$ cat src/rtl/tff_count_controller_pkg.sv
// Shared definitions for the toggle flip-flop counter controller:
// FSM state encoding and default parameter values.
package tff_ctrl_pkg;

    typedef enum logic [1:0] {
        ST_IDLE  = 2'd0,
        ST_RUN   = 2'd1,
        ST_PAUSE = 2'd2,
        ST_DONE  = 2'd3
    } state_e;

    localparam int unsigned DEF_WIDTH    = 4;
    localparam int unsigned DEF_PRESCALE = 4;

endpackage

$ cat src/rtl/tff_count_controller_cell.sv
// tff_cell: a single toggle flip-flop counter bit with a synchronous
// active-low reset and a synchronous clear driven by the controller.
// The clear has priority over the toggle enable.
module tff_cell (
    input  logic clock,
    input  logic clear_n,
    input  logic enable,
    input  logic sclr,
    output logic q,
    output logic q_not
);

    logic q_d;
    logic q_q;

    // Next value: clear first, otherwise toggle when enabled
    always_comb begin
        q_d = q_q;
        if (sclr) begin
            q_d = 1'b0;
        end else if (enable) begin
            q_d = ~q_q;
        end
    end

    // Bit storage with synchronous active-low reset
    always_ff @(posedge clock) begin
        if (!clear_n) begin
            q_q <= 1'b0;
        end else begin
            q_q <= q_d;
        end
    end

    assign q     = q_q;
    assign q_not = ~q_q;

endmodule

$ cat src/rtl/tff_count_controller.sv
// tff_count_controller: sequences a bank of WIDTH toggle cells from 0 up to
// a sampled terminal value, with pause, abort and optional modulo wrap.
// Optional feature macro: TFF_CTRL_PRESCALE_EN (adds a PRESCALE-cycle tick
// divider; when undefined the counter ticks every RUN cycle).
module tff_count_controller
    import tff_ctrl_pkg::*;
#(
    parameter int unsigned WIDTH    = DEF_WIDTH,
    parameter int unsigned PRESCALE = DEF_PRESCALE
) (
    input  logic             clock,
    input  logic             clear_n,
    input  logic             start,
    input  logic             pause,
    input  logic             stop,
    input  logic             wrap,
    input  logic [WIDTH-1:0] limit,
    output logic [WIDTH-1:0] count,
    output logic [WIDTH-1:0] toggle_en,
    output logic             busy,
    output logic             done
);

    state_e           state_q, state_d;
    logic [WIDTH-1:0] limit_q, limit_d;
    logic             wrap_q, wrap_d;
    logic             done_q, done_d;
    logic             sclr;
    logic             start_ok;
    logic             run_adv;
    logic             presc_hit;
    logic             tick;
    logic [WIDTH-1:0] count_n;
    logic [WIDTH-1:0] count_inc;
    logic [WIDTH-1:0] inc_en;
    logic             at_limit;
    logic             hits_limit;

    // A start is only honoured from IDLE/DONE and loses to reset and stop.
    assign start_ok = clear_n & ~stop & start &
                      ((state_q == ST_IDLE) | (state_q == ST_DONE));
    // The count and prescaler advance only in RUN with nothing higher-priority pending.
    assign run_adv  = clear_n & ~stop & ~pause & (state_q == ST_RUN);
    assign tick     = run_adv & presc_hit;

`ifdef TFF_CTRL_PRESCALE_EN
    localparam int unsigned PW = (PRESCALE > 1) ? $clog2(PRESCALE) : 1;

    logic [PW-1:0] presc_q, presc_d;

    assign presc_hit = (presc_q == PW'(PRESCALE - 1));

    // Prescaler: cleared by an accepted start, advances and wraps in RUN, holds otherwise
    always_comb begin
        presc_d = presc_q;
        if (start_ok) begin
            presc_d = '0;
        end else if (run_adv) begin
            presc_d = presc_hit ? '0 : presc_q + PW'(1);
        end
    end

    // Prescaler register
    always_ff @(posedge clock) begin
        if (!clear_n) begin
            presc_q <= '0;
        end else begin
            presc_q <= presc_d;
        end
    end
`else
    // Without the divider every RUN cycle is a tick; an illegal PRESCALE of 0 stalls.
    assign presc_hit = (PRESCALE >= 1);
`endif

    assign count_inc  = count + WIDTH'(1);
    assign at_limit   = (count == limit_q);
    assign hits_limit = (count_inc == limit_q);

    // Increment enables: bit i toggles when all lower bits are ones
    always_comb begin
        logic carry;
        carry  = 1'b1;
        inc_en = '0;
        for (int i = 0; i < WIDTH; i++) begin
            inc_en[i] = carry;
            carry     = carry & ~count_n[i];
        end
    end

    // At the limit (wrap only) toggling every set bit returns the count to 0.
    assign toggle_en = !tick    ? '0 :
                       at_limit ? count : inc_en;

    // Next-state, sampled-operand and completion-pulse logic
    always_comb begin
        state_d = state_q;
        limit_d = limit_q;
        wrap_d  = wrap_q;
        done_d  = 1'b0;
        sclr    = 1'b0;
        if (stop) begin
            state_d = ST_IDLE;
            sclr    = 1'b1;
        end else begin
            case (state_q)
                ST_IDLE, ST_DONE: begin
                    if (start_ok) begin
                        sclr    = 1'b1;
                        limit_d = limit;
                        wrap_d  = wrap;
                        if ((limit == '0) && !wrap) begin
                            state_d = ST_DONE;
                            done_d  = 1'b1;
                        end else begin
                            state_d = ST_RUN;
                        end
                    end
                end
                ST_RUN: begin
                    if (pause) begin
                        state_d = ST_PAUSE;
                    end else if (tick) begin
                        if (at_limit) begin
                            done_d = 1'b1;
                        end else if (hits_limit && !wrap_q) begin
                            state_d = ST_DONE;
                            done_d  = 1'b1;
                        end
                    end
                end
                ST_PAUSE: begin
                    if (!pause) begin
                        state_d = ST_RUN;
                    end
                end
                default: state_d = ST_IDLE;
            endcase
        end
    end

    // Control registers with synchronous active-low reset
    always_ff @(posedge clock) begin
        if (!clear_n) begin
            state_q <= ST_IDLE;
            limit_q <= '0;
            wrap_q  <= 1'b0;
            done_q  <= 1'b0;
        end else begin
            state_q <= state_d;
            limit_q <= limit_d;
            wrap_q  <= wrap_d;
            done_q  <= done_d;
        end
    end

    for (genvar i = 0; i < WIDTH; i++) begin : g_cell
        tff_cell u_cell (
            .clock   (clock),
            .clear_n (clear_n),
            .enable  (toggle_en[i]),
            .sclr    (sclr),
            .q       (count[i]),
            .q_not   (count_n[i])
        );
    end

    assign busy = (state_q == ST_RUN) | (state_q == ST_PAUSE);
    assign done = done_q;

endmodule

$ cat config.mk
export PLATFORM = sky130hd
export DESIGN_NAME = tff_count_controller
export DESIGN_NICKNAME = d
export VERILOG_FILES = /design/src/rtl/tff_count_controller_pkg.sv /design/src/rtl/tff_count_controller_cell.sv /design/src/rtl/tff_count_controller.sv
export SDC_FILE = /design/constraint.sdc
export NUM_CORES = 1
export LEC_CHECK = 0
export ABC_AREA = 1
export BUFFER_PORTS_ARGS = -buffer_cell sky130_fd_sc_hd__buf_2
export CAP_MARGIN = 30
export CORE_ASPECT_RATIO = 0.8
export CORE_UTILIZATION = 50
export CTS_BUF_LIST = sky130_fd_sc_hd__clkbuf_2 sky130_fd_sc_hd__clkbuf_4 sky130_fd_sc_hd__clkbuf_8
export DETAILED_ROUTE_END_ITERATION = 10
export PLACE_DENSITY = 0.83
export SLEW_MARGIN = 20
export SYNTH_ARGS = -nofsm -noshare
export SYNTH_HDL_FRONTEND = slang
export SYNTH_HIERARCHICAL = 1
export SYNTH_SLANG_ARGS = --single-unit
$ cat constraint.sdc
create_clock -name clock -period 1.55 [get_ports clock]
set_input_delay 0.155 -clock clock [delete_from_list [all_inputs] [get_ports clock]]
set_output_delay 0.155 -clock clock [all_outputs]
set_load 0.01 [all_outputs]
# == Word-level counts from Yosys, hierarchy flattened ==
# Index checks and enable logic that the tools add are counted.
# Widths: inputs -> output; s select.
# word_totals
output_inout_bits,10
inputBits,10
latch_bits,0
register_bits,12
mem_count,0
romBits,0
word_cells,66
mem_bits_rw,0
# classes
bitwise_logic,16
n_lt_le_gt_ge,0
muxes,20
shift,0
n_mul,0
n_reduce_logical,11
n_eq_ne,10
div_mod_pow,0
addsub,1
# ops
operator,n
$mux 2,7
$mux 1,9
$eq 4x4->1,2
$mux 4,2
$and 1x1->1,7
$not 1->1,7
$ne 3x3->1 const B,2
$pmux 2 s3,1
$reduce_or 2->1,3
$reduce_and 5->1,1
$add 4x1->4 const B,1
$eq 2x2->1 const B,2
$logic_not 4->1,1
$ne 2x2->1 const B,2
$ne 3x2->1 const B,1
$reduce_and 3->1,1
$eq 2x1->1 const B,1
$logic_and 1x1->1,2
$logic_not 1->1,2
$logic_not 2->1,1
$or 1x1->1,2
$pmux 1 s2,1

# == Depth between registers and ports, before layout ==
# depth
ltp_word,8
depth_mapped,12

# == Modules after synthesis ==
# The synthesis kept the hierarchy.
# by_module_without_submodules
mod,area_per_inst_um2,seq_area_each_um2,n_inst,cells_each
tff_count_controller,671.9,160.2,1,105
tff_cell,57.6,20.0,4,9

# == Worst setup path before layout ==
# No wires, ideal clock.
# synth_timing
kind,register to register
start,register state_q[1]
end,register g_cell[1].u_cell.q_q
slack_ns,-0.223
n_path_buf,0
path_stages_with_launch,12
arrival_ns,1.663
period_less_slack_ns,1.773
required_ns,1.440
setup_ns,0.110
path_cell_list,dfxtp_1 inv_1 ha_1 inv_1 nor2_1 inv_2 nor2_4 inv_1 a211oi_1 nand2_1 nand2_2 nor2_2
# synth_via
elab_cells_between_ends,12
# synth_rtl
element,line,text
start: declaration,tff_count_controller.sv:24,"state_e state_q, state_d;"
start signal: assignment,tff_count_controller.sv:150,state_q <= state_d;
$eq 2x1->1,tff_count_controller.sv:43,assign run_adv = clear_n & ~stop & ~pause & (state_q == ST_RUN);
$and 1x1->1,tff_count_controller.sv:43,
$mux 4,tff_count_controller.sv:92,assign toggle_en = !tick ? '0 :
net toggle_en[1],tff_count_controller.sv:19,"output logic [WIDTH-1:0] toggle_en,"
end signal: assignment,tff_count_controller_cell.sv:31,q_q <= q_d;
end: declaration,tff_count_controller_cell.sv:14,logic q_q;
# The timed path passes the listed nets, and every way through them passes these cells.
# A chain may end at the register's enable or synchronous reset.

# == Worst setup path after layout ==
# layout_timing
start,register g_cell[2].u_cell.q_q
end,output port toggle_en[3]
# layout_via
elab_chain_cells,3
elab_cells_between_ends,4
# layout_rtl
element,line,text
start: declaration,tff_count_controller_cell.sv:14,
start signal: assignment,tff_count_controller_cell.sv:31,
$eq 4x4->1 or $and 1x1->1 (tied branches),"tff_count_controller.sv:77, tff_count_controller.sv:87",
$mux 4 (*),tff_count_controller.sv:93,at_limit ? count : inc_en;
$mux 4 (*),tff_count_controller.sv:92,
end: declaration,tff_count_controller.sv:19,
# Every way passes the cells marked *; elsewhere a longest branch is shown, timed or not.

==> impl_metrics.json <==
{
  "grt_max_degree": 10,
  "setup_viol": 9,
  "die_y_um": 39.99,
  "overflow": 0,
  "holdPathStages": 3,
  "die_area_mm2": 0.001979,
  "critPathRequiredTime_ps": 1390,
  "cts_tree": "built",
  "crit_top_cell": "nand2_2",
  "reg2reg_depth": 14,
  "rsz0062_at_grt": "yes",
  "yosys.area.top_type_share_pct": 26.63,
  "cts-root-buf": "clkbuf_4",
  "p_per_area_mw_per_mm2": 604.9,
  "grtUsageTotal_pct": 31.08,
  "status": "complete, but fails checks",
  "worst_slew_pin_slew_ps": 279.3,
  "fin_crit_sh_pct": 120.8,
  "grt_pass1_vias": 987,
  "die-width_um": 49.49,
  "nets": 202,
  "fin_total_pwr_uw": 831.8,
  "crit_chain": "inv_2, nand2_2, nand2_2, nor2_4, nand4_4, buf_6, nor2_2, o21a_1, buf_2",
  "drtAntennaViolNets": 0,
  "synthTopCellsByArea": "dfxtp_1 27%, nand2_1 12%, inv_1 11%, nand2_2 6.9%, nor2_1 5.4%",
  "rows": 13,
  "hold_buffers": 0,
  "core_area_mm2": 0.001659,
  "hold_violations": 0,
  "wire_per_inst_um": 15.01,
  "syn-num-nets": 154,
  "wl_um": 3152,
  "viasPerCell": 5.452,
  "netlist_area_um2": 902.1,
  "synth.distinct_cells": 24,
  "crit_arrival_ps": 1720,
  "dpl_worst_slack_ps": -17.49,
  "fill_cells": 89,
  "slowest_delay_ps": 390,
  "violations": "negative setup slack",
  "leakagePower_uw": 0.0006592,
  "whs_ps": 120.4,
  "antenna_found_initial": 0,
  "final_cell_mix": "24 x nand2_1, 19 x buf_4, 18 x buf_2",
  "ys_warn_count": 6,
  "drive_above_1_share_pct": 58.51,
  "vias": 1145,
  "drcViolationCount": 0,
  "irDropWorstVdd_mv": 0.6572,
  "clock_skew_ps": 2.807,
  "synth_seq_area_share_pct": 26.63,
  "firstDrtPassIters": 6,
  "ff_latch_area_um2": 251.5,
  "max_slew_margin_pct": 81.29,
  "critical_path_class": "flip-flop to output pin",
  "post-dp-hpwl_um": 1659,
  "max_cap_violations": 0,
  "worstSetupStartpointType": "flip-flop",
  "critPathMaxFanout": 4,
  "avgSynthCellArea_um2": 6.398,
  "final_cell_area_mm2": 0.001375,
  "initial_utilization_pct": 54.37,
  "multiInputGateArea_um2": 625.6,
  "min_path_type": "primary input to flip-flop",
  "drv_slew": 0,
  "clockBufferDepth": 2,
  "cpMaxStageDelayCell": "dfxtp_4",
  "drtIter0Drc": 62,
  "cts.clk_slew.worst_paths_ps": 80,
  "setup_ws_ps": -321.8,
  "io_buffer_count": 19,
  "place_area_mm2": 0.001107,
  "clock_latency_ps": 280,
  "final_common_cell": "nand2_1",
  "antenna_cells": 0,
  "period_needed_ps": 1872,
  "yosysTopAreaCell": "dfxtp_1",
  "h-tree-depth": 1,
  "crit_path_end_kind": "output pin",
  "ys_ff_latch": 12,
  "gp_congestion": 0.8317,
  "area_delta_synth_final_pct": 52.43,
  "cts_sinks": 12,
  "ios": 20,
  "synthCells": 141,
  "grt_pass1_wl_um": 4416,
  "fmax_ghz": 0.5342,
  "cts_made_buffers": 3
}
==> sequential cells by signal, summed over array words and instances, names as in the netlist <==
name and count:
done 1, g_cell.u_cell/q 4, limit_q 4, state_q 2, wrap_q 1
==> critical path, delay by kind of cell (launching register included) <==
kind	cells	cell delay, ps
simple gates	5	540
flops	1	390
buf+inv	3	360
compound gates	1	160
==> kinds of logic after synthesis <==
| logic type | after synthesis | synth area share, % |
|---|---|---|
| buffers and inverters | 35 | 14.56 |
| XOR/XNOR | 2 | 1.942 |
| AO/OA/AOI/OAI | 18 | 12.62 |
| adder cells (fa/ha/maj) | 3 | 4.161 |
| flip-flops | 12 | 26.63 |
| AND/OR/NAND/NOR | 71 | 40.08 |
==> repair_timing <==
item | 4_1_cts | 5_1_grt
endpoints found under the hold margin | 0 | 0
resized for setup | 21 | 19
setup buffers | 13 | 4
setup endpoints to repair | 6 | 10
pin swaps | 9 | 11
==> stage by stage <==
step           TNS [ps]  utilization [%]  std cells
2_1_floorplan         0                -        141
3_3_place_gp          0            66.74        190
3_5_place_dp     -21.81            66.74        190
4_1_cts          -857.2            77.38        207
5_1_grt           -2313            82.88        210
6_report          -1722            82.88        210
==> synth_stat cells <==
master / instances
a211oi_1: 1
a21oi_1: 8
a22oi_4: 1
dfxtp_1: 12
ha_1: 3
inv_1: 26
inv_2: 9
nand2_1: 29
nand2_2: 10
nand3_1: 6
nand3_2: 1
nand3b_1: 1
nand4_1: 1
nand4_2: 1
nor2_1: 13
nor2_2: 6
nor2_4: 1
nor2_8: 1
o21a_1: 1
o21ai_0: 6
o31ai_1: 1
or2_2: 1
xnor2_1: 1
xor2_1: 1
==> area by class of cell <==
class	instances	share of cell area (%)
multi-input cells	94	45.50
repair buffers	43	21.84
flip-flops and latches	12	18.29
inverters	35	9.736
clock buffers	4	2.639
well taps	22	2.002
==> layer usage <==
layer / share of wire [%] / track usage, % / routed length (um) / vias to the layer above
met1: 39 / 35.99 / 1226 / 499
met4: 5.9 / 8.571 / 185 / 0
met5: 0 / 0 / 0 / -
met2: 46 / 61.30 / 1457 / 96
met3: 8.9 / 5.682 / 282 / 28
li1: - / - / - / 522
==> worst paths after layout <==
check / end / slack (ps) / start
max: toggle_en[3] / -320 / g_cell[2].u_cell/q
min: limit_q[0] / 120 / limit[0]
max reg2reg: g_cell[2].u_cell/q / -180 / g_cell[2].u_cell/q
min reg2reg: wrap_q / 460 / wrap_q
==> report_power, final <==
part / switching, uW / internal (uW)
clock: 111 / 143
sequential: 10.6 / 318
combinational: 136 / 113
(Power assumes the default switching activity.)
